File: src/rtl/rcu_pll_seq_pkg.sv
// rcu_pll_seq_pkg: shared state encoding, default parameters and counter sizing for the PLL sequencer
package rcu_pll_seq_pkg;
  typedef enum logic [2:0] {IDLE, SW_OFF, PD, WAIT_LOCK, STABLE, SW_ON, RUN, ERR} state_e;
  localparam int DEF_CFG_WIDTH    = 3;
  localparam int DEF_SETTLE_CNT   = 16;
  localparam int DEF_LOCK_TIMEOUT = 4096;
  localparam int DEF_STABLE_CNT   = 64;
  localparam int DEF_SYNC_STAGES  = 2;
  function automatic int cnt_w(input int max);
    return $clog2(max + 1);
  endfunction
endpackage

File: src/rtl/rcu_pll_seq_if.sv
// rcu_pll_seq_if: config request valid/ready handshake
interface rcu_pll_seq_if import rcu_pll_seq_pkg::*; #(parameter int CFG_WIDTH = DEF_CFG_WIDTH);
  logic                 cfg_valid_i;
  logic                 cfg_ready_o;
  logic [CFG_WIDTH-1:0] cfg_i;
  modport master (output cfg_valid_i, cfg_i, input cfg_ready_o);
  modport slave  (input cfg_valid_i, cfg_i, output cfg_ready_o);
endinterface

File: src/rtl/rcu_pll_seq_sync_bit.sv
// sync_bit: multi-flop synchroniser for a single asynchronous bit, cleared by reset
module sync_bit import rcu_pll_seq_pkg::*; #(parameter int STAGES = DEF_SYNC_STAGES) (
  input  logic clk,
  input  logic rst,
  input  logic d,
  output logic q
);
  logic [STAGES-1:0] ff;
  always_ff @(posedge clk) ff <= rst ? '0 : {ff[STAGES-2:0], d};
  assign q = ff[STAGES-1];
endmodule

File: src/rtl/rcu_pll_seq.sv
// rcu_pll_seq: PLL bring-up/reconfig sequencer; only hands the clock muxes to the PLL after stable lock
module rcu_pll_seq import rcu_pll_seq_pkg::*; #(
  parameter int CFG_WIDTH    = DEF_CFG_WIDTH,
  parameter int SETTLE_CNT   = DEF_SETTLE_CNT,
  parameter int LOCK_TIMEOUT = DEF_LOCK_TIMEOUT,
  parameter int STABLE_CNT   = DEF_STABLE_CNT,
  parameter int SYNC_STAGES  = DEF_SYNC_STAGES
) (
  input  logic                 clk_i,
  input  logic                 rst_i,
  rcu_pll_seq_if.slave         cfg_if,
  input  logic                 lock_i,
  output logic                 pll_en_o,
  output logic [CFG_WIDTH-1:0] clk_cfg_o,
  output logic                 sel_pll_o,
  output logic                 locked_o,
  output logic                 done_o,
  output logic                 err_o,
  output logic                 lock_lost_o
);
  localparam int SW = cnt_w(SETTLE_CNT);
  localparam int BW = cnt_w(STABLE_CNT);
  localparam int TW = cnt_w(LOCK_TIMEOUT);
  localparam logic [SW-1:0] SETTLE_LAST = SW'(SETTLE_CNT - 1);
  localparam logic [BW-1:0] STABLE_LAST = BW'(STABLE_CNT - 1);
  localparam logic [TW-1:0] TO_LAST     = TW'(LOCK_TIMEOUT - 1);
  state_e               state, nxt;
  logic                 lock_s, fire, settle_done, stable_done, timeout;
  logic [SW-1:0]        settle_q;
  logic [BW-1:0]        stable_q;
  logic [TW-1:0]        to_q;
  logic [CFG_WIDTH-1:0] cfg_q;
  sync_bit #(.STAGES(SYNC_STAGES)) u_sync (.clk(clk_i), .rst(rst_i), .d(lock_i), .q(lock_s));
  assign cfg_if.cfg_ready_o = state inside {IDLE, RUN, ERR};
  assign fire        = cfg_if.cfg_valid_i && cfg_if.cfg_ready_o;
  assign settle_done = settle_q == SETTLE_LAST;
  assign stable_done = lock_s && stable_q == STABLE_LAST;
  assign timeout     = to_q == TO_LAST;
  assign sel_pll_o   = state inside {SW_ON, RUN};
  assign locked_o    = state == RUN;
  assign err_o       = state == ERR;
  // stable completion outranks a coincident timeout; a handshake in RUN outranks a lock drop
  always_comb begin
    nxt = state;
    case (state)
      IDLE, ERR: nxt = fire ? SW_OFF : state;
      SW_OFF:    nxt = settle_done ? PD : SW_OFF;
      PD:        nxt = settle_done ? WAIT_LOCK : PD;
      WAIT_LOCK: nxt = timeout ? ERR : lock_s ? STABLE : WAIT_LOCK;
      STABLE:    nxt = stable_done ? SW_ON : timeout ? ERR : lock_s ? STABLE : WAIT_LOCK;
      SW_ON:     nxt = settle_done ? RUN : SW_ON;
      RUN:       nxt = fire ? SW_OFF : lock_s ? RUN : WAIT_LOCK;
      default:   nxt = IDLE;
    endcase
  end
  always_ff @(posedge clk_i) begin
    if (rst_i) begin
      state       <= IDLE;
      settle_q    <= '0;
      stable_q    <= '0;
      to_q        <= '0;
      cfg_q       <= '0;
      clk_cfg_o   <= '0;
      pll_en_o    <= 1'b0;
      done_o      <= 1'b0;
      lock_lost_o <= 1'b0;
    end else begin
      state       <= nxt;
      settle_q    <= (nxt != state) ? '0 : settle_done ? settle_q : settle_q + 1'b1;
      stable_q    <= (state == STABLE && nxt == STABLE) ? stable_q + 1'b1 : '0;
      to_q        <= (nxt == WAIT_LOCK && !(state inside {WAIT_LOCK, STABLE})) ? '0 : timeout ? to_q : to_q + 1'b1;
      cfg_q       <= fire ? cfg_if.cfg_i : cfg_q;
      clk_cfg_o   <= (nxt == PD && state != PD) ? cfg_q : clk_cfg_o;
      pll_en_o    <= (nxt == WAIT_LOCK) ? 1'b1 : (nxt inside {PD, ERR, IDLE}) ? 1'b0 : pll_en_o;
      done_o      <= nxt == RUN && state != RUN;
      lock_lost_o <= fire ? 1'b0 : (state == RUN && !lock_s) ? 1'b1 : lock_lost_o;
    end
  end
endmodule

File: src/flat_wrapper.sv
// flat-port wrapper written by rule: the top's interface ports become plain ports
module rcu_pll_seq_flat import rcu_pll_seq_pkg::*;
#(
  parameter int CFG_WIDTH    = DEF_CFG_WIDTH,
  parameter int SETTLE_CNT   = DEF_SETTLE_CNT,
  parameter int LOCK_TIMEOUT = DEF_LOCK_TIMEOUT,
  parameter int STABLE_CNT   = DEF_STABLE_CNT,
  parameter int SYNC_STAGES  = DEF_SYNC_STAGES
)
  (clk_i, rst_i, lock_i, pll_en_o, clk_cfg_o, sel_pll_o, locked_o, done_o, err_o, lock_lost_o, cfg_if_cfg_valid_i, cfg_if_cfg_i, cfg_if_cfg_ready_o);
  rcu_pll_seq_if #(.CFG_WIDTH(CFG_WIDTH)) cfg_if_i ();
  input  logic clk_i;
  input  logic rst_i;
  input  logic lock_i;
  output logic pll_en_o;
  output logic [CFG_WIDTH-1:0] clk_cfg_o;
  output logic sel_pll_o;
  output logic locked_o;
  output logic done_o;
  output logic err_o;
  output logic lock_lost_o;
  input wire logic [$bits(cfg_if_i.cfg_valid_i)-1:0] cfg_if_cfg_valid_i;
  input wire logic [$bits(cfg_if_i.cfg_i)-1:0] cfg_if_cfg_i;
  output wire logic [$bits(cfg_if_i.cfg_ready_o)-1:0] cfg_if_cfg_ready_o;
  assign cfg_if_i.cfg_valid_i = cfg_if_cfg_valid_i;
  assign cfg_if_i.cfg_i = cfg_if_cfg_i;
  assign cfg_if_cfg_ready_o = cfg_if_i.cfg_ready_o;
  rcu_pll_seq #(.CFG_WIDTH(CFG_WIDTH), .SETTLE_CNT(SETTLE_CNT), .LOCK_TIMEOUT(LOCK_TIMEOUT), .STABLE_CNT(STABLE_CNT), .SYNC_STAGES(SYNC_STAGES)) u_core (.clk_i(clk_i), .rst_i(rst_i), .cfg_if(cfg_if_i), .lock_i(lock_i), .pll_en_o(pll_en_o), .clk_cfg_o(clk_cfg_o), .sel_pll_o(sel_pll_o), .locked_o(locked_o), .done_o(done_o), .err_o(err_o), .lock_lost_o(lock_lost_o));
endmodule
File: config.mk
export PLATFORM = sky130hd
export DESIGN_NAME = rcu_pll_seq_flat
export DESIGN_NICKNAME = d
export VERILOG_FILES = /design/src/rtl/rcu_pll_seq_pkg.sv /design/src/rtl/rcu_pll_seq_if.sv /design/src/rtl/rcu_pll_seq_sync_bit.sv /design/src/rtl/rcu_pll_seq.sv /design/src/flat_wrapper.sv
export SDC_FILE = /design/constraint.sdc
export NUM_CORES = 1
export LEC_CHECK = 0
export BUFFER_PORTS_ARGS = -buffer_cell sky130_fd_sc_hd__buf_2
export CELL_PAD_IN_SITES_DETAIL_PLACEMENT = 0
export CELL_PAD_IN_SITES_GLOBAL_PLACEMENT = 1
export CORE_MARGIN = 2
export CORE_UTILIZATION = 35
export CTS_CLUSTER_SIZE = 10
export DETAILED_ROUTE_END_ITERATION = 16
export MAX_ROUTING_LAYER = met4
export PLACE_DENSITY_LB_ADDON = 0.08
export SYNTH_ARGS = -nofsm -noshare
export SYNTH_HDL_FRONTEND = slang
export SYNTH_SLANG_ARGS = --single-unit
File: constraint.sdc
create_clock -name clk_i -period 2.5 [get_ports clk_i]
set_clock_uncertainty 0.15 [all_clocks]
set_input_delay 0.375 -clock clk_i [delete_from_list [all_inputs] [get_ports clk_i]]
set_output_delay 0.375 -clock clk_i [all_outputs]
set_load 0.05 [all_outputs]
=== After elaboration in Yosys (flattened, before gate mapping) ===
Index checks and enable logic that the tools add are counted.

* Register bits after elaboration: 39
* Output and inout port bits: 10
* Word-level logic and storage cells: 65
* Bits of input ports: 7

* Equal/unequal tests: 18
* Bitwise logic cells: 1
* Reductions and logical operators: 21
* Add/subtract/negate cells: 3
* Mux-type cells: 12

{| class="wikitable"
|+ Operators with widths
! cell !! count
|-
| $eq A3 B3 Y1 const B || 7
|-
| $pmux W3 S7 || 1
|-
| $mux W3 || 6
|-
| $add A13 B1 Y13 const B || 1
|-
| $eq A13 B12 Y1 const B || 1
|-
| $eq A3 B2 Y1 const B || 4
|-
| $reduce_or A2 Y1 || 5
|-
| $add A7 B1 Y7 const B || 1
|-
| $eq A7 B6 Y1 const B || 1
|-
| $logic_and A1 B1 Y1 || 7
|-
| $logic_not A3 Y1 || 2
|-
| $reduce_bool A2 Y1 || 3
|-
| $reduce_bool A3 Y1 || 2
|-
| $add A5 B1 Y5 const B || 1
|-
| $eq A5 B4 Y1 const B || 1
|-
| $mux W2 || 2
|-
| $eq A3 B1 Y1 const B || 1
|-
| $mux W1 || 3
|-
| $ne A3 B2 Y1 const B || 1
|-
| $ne A3 B3 Y1 || 1
|-
| $ne A3 B3 Y1 const B || 1
|-
| $logic_not A1 Y1 || 2
|-
| $not A1 Y1 || 1
|}

=== Longest topological paths before layout ===
* Word-level depth: 9
* Depth in mapped cells: 10
* Depth with buffers taken out: 8

=== Hierarchy ===
From an unflattened synthesis, not the netlist that was laid out.

* Cell total of the unflattened synthesis: 209
* Area, all modules: 1840.5 um^2

{| class="wikitable"
|+ Modules (own cells, without submodules)
! module !! seq. area each (um^2) !! instances !! area an instance (um^2) !! cells each
|-
| rcu_pll_seq || 740.7 || 1 || 1788.0 || 205
|-
| sync_bit || 40.0 || 1 || 52.6 || 4
|}

=== Least setup slack after synthesis ===
Ideal clock, no wire load.

* Path kind: register to register
* Start point: reg u_core.settle_q[0]
* End point: reg u_core.stable_q[2]
* Path buffers: 2
* Period minus slack after synthesis: 2545 ps
* Slack: -45 ps
* Required time: 2288 ps
* Arrival: 2333 ps
* Setup time: 62 ps
* Cell stages (with the launch flop): 11
* Cells stage by stage: dfxtp_1 > ha_1 > and3_1 > ha_1 > clkbuf_1 > o211a_1 > o31ai_1 > o21ai_1 > or4_4 > buf_6 > nor2_2

* Word-level cells in the longest chain between the ends: 7
* Elaborated cells on any way between the ends: 9
* Those cells by class: eq/ne: 2; mux: 4; bitwise: 1; reduce/logical: 2

{| class="wikitable"
|+ Ends and longest elaborated chain
! element !! RTL line !! source
|-
| start: declaration || rcu_pll_seq.sv:29 || <nowiki>logic [SW-1:0] settle_q;</nowiki>
|-
| start signal: assignment || rcu_pll_seq.sv:69 || <nowiki>settle_q <= (nxt != state) ? '0 : settle_done ? settle_q : settle_q + 1'b1;</nowiki>
|-
| $eq A5 B4 Y1 (*) || rcu_pll_seq.sv:36 || <nowiki>assign settle_done = settle_q == SETTLE_LAST;</nowiki>
|-
| $mux W2 / $mux W1 (equally long branches) || rcu_pll_seq.sv:47, rcu_pll_seq.sv:51, rcu_pll_seq.sv:48 ||
|-
| $pmux W3 S7 (*) || rcu_pll_seq.sv:45 || <nowiki>case (state)</nowiki>
|-
| $eq A3 B3 Y1 (*) || rcu_pll_seq.sv:70 || <nowiki>stable_q <= (state == STABLE && nxt == STABLE) ? stable_q + 1'b1 : '0;</nowiki>
|-
| $logic_and A1 B1 Y1 (*) || rcu_pll_seq.sv:70 ||
|-
| $not A1 Y1 (no line) (*) || - ||
|-
| $reduce_or A2 Y1 (no line) (*) || - ||
|-
| end signal: assignment || rcu_pll_seq.sv:70 ||
|-
| end: declaration || rcu_pll_seq.sv:30 || <nowiki>logic [BW-1:0] stable_q;</nowiki>
|}

Mark *: on every way between the ends. The rest lies on a longest branch, timed or not.
A chain may end at the register's enable or synchronous reset.

=== Worst setup path in the final report ===
* Start point: reg u_core.to_q[1]
* End point: reg u_core.stable_q[4]

* Word-level cells in the longest chain between the ends: 8

{| class="wikitable"
|+ Ends and longest elaborated chain
! element !! RTL line !! source
|-
| start: declaration || rcu_pll_seq.sv:31 || <nowiki>logic [TW-1:0] to_q;</nowiki>
|-
| start signal: assignment || rcu_pll_seq.sv:71 || <nowiki>to_q <= (nxt == WAIT_LOCK && !(state inside {WAIT_LOCK, STABLE})) ? '0 : timeout ? to_q : to_q + 1'b1;</nowiki>
|-
| $eq A13 B12 Y1 (*) || rcu_pll_seq.sv:38 || <nowiki>assign timeout = to_q == TO_LAST;</nowiki>
|-
| $mux W3 (*) || rcu_pll_seq.sv:49, rcu_pll_seq.sv:50 ||
|-
| $mux W3 || rcu_pll_seq.sv:50 || <nowiki>STABLE: nxt = stable_done ? SW_ON : timeout ? ERR : lock_s ? STABLE : WAIT_LOCK;</nowiki>
|-
| $pmux W3 S7 (*) || rcu_pll_seq.sv:45 ||
|-
| $eq A3 B3 Y1 (*) || rcu_pll_seq.sv:70 ||
|-
| $logic_and A1 B1 Y1 (*) || rcu_pll_seq.sv:70 ||
|-
| $not A1 Y1 (no line) (*) || - ||
|-
| $reduce_or A2 Y1 (no line) (*) || - ||
|}

Marked as above.

==> impl_metrics.tcl <==
set metrics [dict create \
    status "complete, no violations" \
    start_kind "register" \
    cts_buffer_depth 2 \
    leakage_nw 0.835 \
    num_antenna_cells 0 \
    hold_end "u_core.u_sync.ff[0]$_SDFF_PP0_" \
    clkSlewWorstSetupHoldPaths_ps 70 \
    netlist_instances 220 \
    row_count 26 \
    yosys.area.top_type "dfxtp_1" \
    synthesis.nets 231 \
    viasPerCell 4.92 \
    power_frac_comb_pct 6.3 \
    netlist.area_leader.share_pct 41.7 \
    grt-ovfl-total 0 \
    wirelength_um 3830 \
    rrSetupSlack_ps 100 \
    drive_above_1_share_pct 23.0 \
    worst-slew-pin-transition_ps 435 \
    cp_cell_sequence "ha_4, nand4_2, or4_4, nand2_4, a32oi_4, or4_4, nor2_2" \
    area_growth_pct 16.5 \
    fillers 536 \
    dieWidth_um 77.2 \
    initial_utilization_pct 36.4 \
    cts.sinks 39 \
    worstSetupPathType "reg -> reg" \
    ys_top_cells_by_area "dfxtp_1 42%, nor2_1 6.4%, xor2_1 4.7%" \
    post_cts_buffers 0 \
    first_pass_iters 4 \
    htreeDepth 2 \
    path_max_fanout 7 \
    finalSetupViolCount 0 \
    synthTopCellsByCount "39 x dfxtp_1, 32 x nor2_1, 18 x nand2_1, 13 x o21ai_0" \
    ant_nets 0 \
    synth_edf_count 0 \
    vias 1545 \
    finalHoldViolCount 0 \
    fin_cells 314 \
    critPathRequiredTime_ps 2570 \
    min-delay-start "lock_i" \
    grt_setup_unrepaired "false" \
    yosys_warnings 0 \
    syn-cell-area_mm2 0.00187 \
    die_area_mm2 0.00595 \
    io_buffer_count 16 \
    numCtsBuffers 5 \
    drc 0 \
    synth_cell_types 42 \
    multi_input_area_mm2 0.00104 \
    max_freq_ghz 0.417 \
    seq_area_um2 783 \
    min_path_cells 2 \
    antenna_found_initial 0 \
    ios 17 \
    cpPeakStageDelay_ps 630 \
    clkPwrFrac_pct 36.0 \
    final.min_clock_period_ps 2400 \
    cts_tree "yes" \
    avgSynthCellArea_um2 8.51 \
    cp_common_cell "or4_4" \
    drt-wirelength-per-cell_um 12.2 \
    cap_viol_max_count 0 \
    reg2reg_to "u_core.stable_q[4]$_SDFF_PP0_" \
    switching_share_pct 23.2 \
    drt-initial-drc-count 64 \
    dp_slack_ps 27.2 \
    fin_nets 254 \
    synth-seq-cells 39 \
    p_per_area_mw_per_mm2 513 \
    crit_arrival_ps 2460 \
    drv_slew 0 \
    slowest_stage "or4_4" \
    switchingPower_uw 260 \
    vdd_ir_drop_max_uv 269 \
    fin_ws_ps 103 \
    dieHeight_um 77.2 \
    r2r_cells 7 \
    clk_latency_ps 290 \
    fin_crit_sh_pct 95.9 \
    core_mm2 0.00514 \
    synth.most_common_cell "dfxtp_1" \
    cts_root_buffer "clkbuf_8" \
    maxSlewHeadroom_pct 70.7 \
    grt_max_degree 19 \
    worstSetupEndpointType "register" \
    placed_cells 306 \
    dp_hpwl_um 2780 \
    worstHoldPathType "in -> reg" \
    rr_startpoint "u_core.to_q[1]$_SDFFE_PP0N_" \
    ctsHoldBuffers 0 \
    p_int_uw 859 \
    place_congestion 0.823 \
    grt_pass1_wl_um 6380 \
    grt.total_usage_pct 13.6 \
    synth_ff_type "dfxtp_1" \
    grt_pass1_vias 1422 \
    ys_seq_area_share_pct 41.7 \
    ys_async_sr_fraction_pct 0 \
    setup_tns_ps 0 \
    seq_power_share_pct 57.7 \
]
[cell families (layout without fill, tap and decap cells)]
logic type,after synthesis,count (layout),share of synthesized area [%]
and+or+nand+nor,101,101,28.0
DFF,39,39,41.7
AOI/OAI and AO/OA,37,37,13.2
buffers and inverters,19,43,4.88
xor gates and xnor gates,18,18,8.42
adders and majority gates,4,4,2.67
muxes,2,2,1.14
[cell usage in the layout, fill, tap and decap left out, types with 2 or more instances in the layout]
cell type	n
nor3_1	3
xnor2_1	8
and3_1	3
nor2_2	7
clkbuf_8	5
nand2_1	18
buf_2	16
xor2_1	10
o22ai_1	2
nor2_1	32
nand3_1	10
nor2b_1	6
inv_1	7
dfxtp_2	2
buf_4	11
a21oi_1	9
nand2b_1	3
o31ai_1	3
or4_4	2
nand4_2	2
dfxtp_1	37
o21ai_0	13
nand4_1	6
clkbuf_1	2
ha_1	3
a221o_1	2
[worst max path at each step]
stage,slack (ps),endpoint,cells past startpoint,start
floorplan,30,u_core.stable_q[2]$_SDFF_PP0_,10,u_core.settle_q[0]$_SDFFE_PP0N_
global placement,100,u_core.stable_q[3]$_SDFF_PP0_,8,u_core.settle_q[0]$_SDFFE_PP0N_
detailed placement,30,u_core.stable_q[4]$_SDFF_PP0_,8,u_core.settle_q[0]$_SDFFE_PP0N_
CTS,40,u_core.stable_q[4]$_SDFF_PP0_,7,u_core.to_q[1]$_SDFFE_PP0N_
global route,10,u_core.stable_q[4]$_SDFF_PP0_,8,u_core.settle_q[0]$_SDFFE_PP0N_
finish,100,u_core.stable_q[4]$_SDFF_PP0_,7,u_core.to_q[1]$_SDFFE_PP0N_
[repair_timing]
| item | in CTS | in global routing |
|---|---|---|
| pin swaps | 1 | 2 |
| endpoints found under the setup margin | 1 | 26 |
| cloned | 0 | 0 |
| resized for setup | 0 | 6 |
[power groups by stage]
stage	sequential (mW)	combinational (mW)	clock, mW
5_1_grt	0.648	0.0781	0.451
6_report	0.646	0.0703	0.402
4_1_cts	0.644	0.0686	0.420
3_3_place_gp	0.658	0.0668	0
3_5_place_dp	0.658	0.0683	0
2_1_floorplan	0.655	0.0530	0
[per-stage QoR]
stage          util, %  instance area [µm²]  hold WS (ps)  total power, mW
2_1_floorplan        -                 1880           264            0.708
3_3_place_gp      40.3                 2070           273            0.724
3_5_place_dp      40.3                 2070           272            0.727
4_1_cts           41.9                 2150           139             1.13
5_1_grt           42.5                 2180           137             1.18
6_report          42.5                 2180           145             1.12
[layer usage]
metal  share of wire, %  vias to the layer above  GRT usage (%)
li1                   -                      798              -
met1                 47                      710           15.9
met2                 47                       32           22.8
met3                3.7                        5           3.29
met4                1.4                        0           4.82
met5                  0                        -              -
[worst max-delay path: cells and delay by family, from the launching register on]
| kind | cells | cell delay (ps) |
|---|---|---|
| AND/OR/NAND/NOR | 5 | 1580 |
| flip-flops | 1 | 370 |
| adder cells (fa/ha/maj) | 1 | 150 |
| AO/OA/AOI/OAI | 1 | 80 |
[state kept, by name (all words and copies together) (netlist names)]
signal and flops:
u_core.to_q 13, u_core.stable_q 7, u_core.settle_q 5, u_core.cfg_q 3, u_core.clk_cfg_o 3, u_core.state 3
u_core.u_sync.ff 2, u_core.done_o 1, u_core.lock_lost_o 1, u_core.pll_en_o 1
[final cells by class]
type | instances | area share, %
Sequential cell | 39 | 35.9
Tap cell | 70 | 4.01
Clock inverter | 1 | 0.229
Multi-Input combinational cell | 162 | 47.5
Inverter | 8 | 1.38
Clock buffer | 7 | 3.50
Timing Repair Buffer | 27 | 7.45
(Power assumes the default switching activity.)
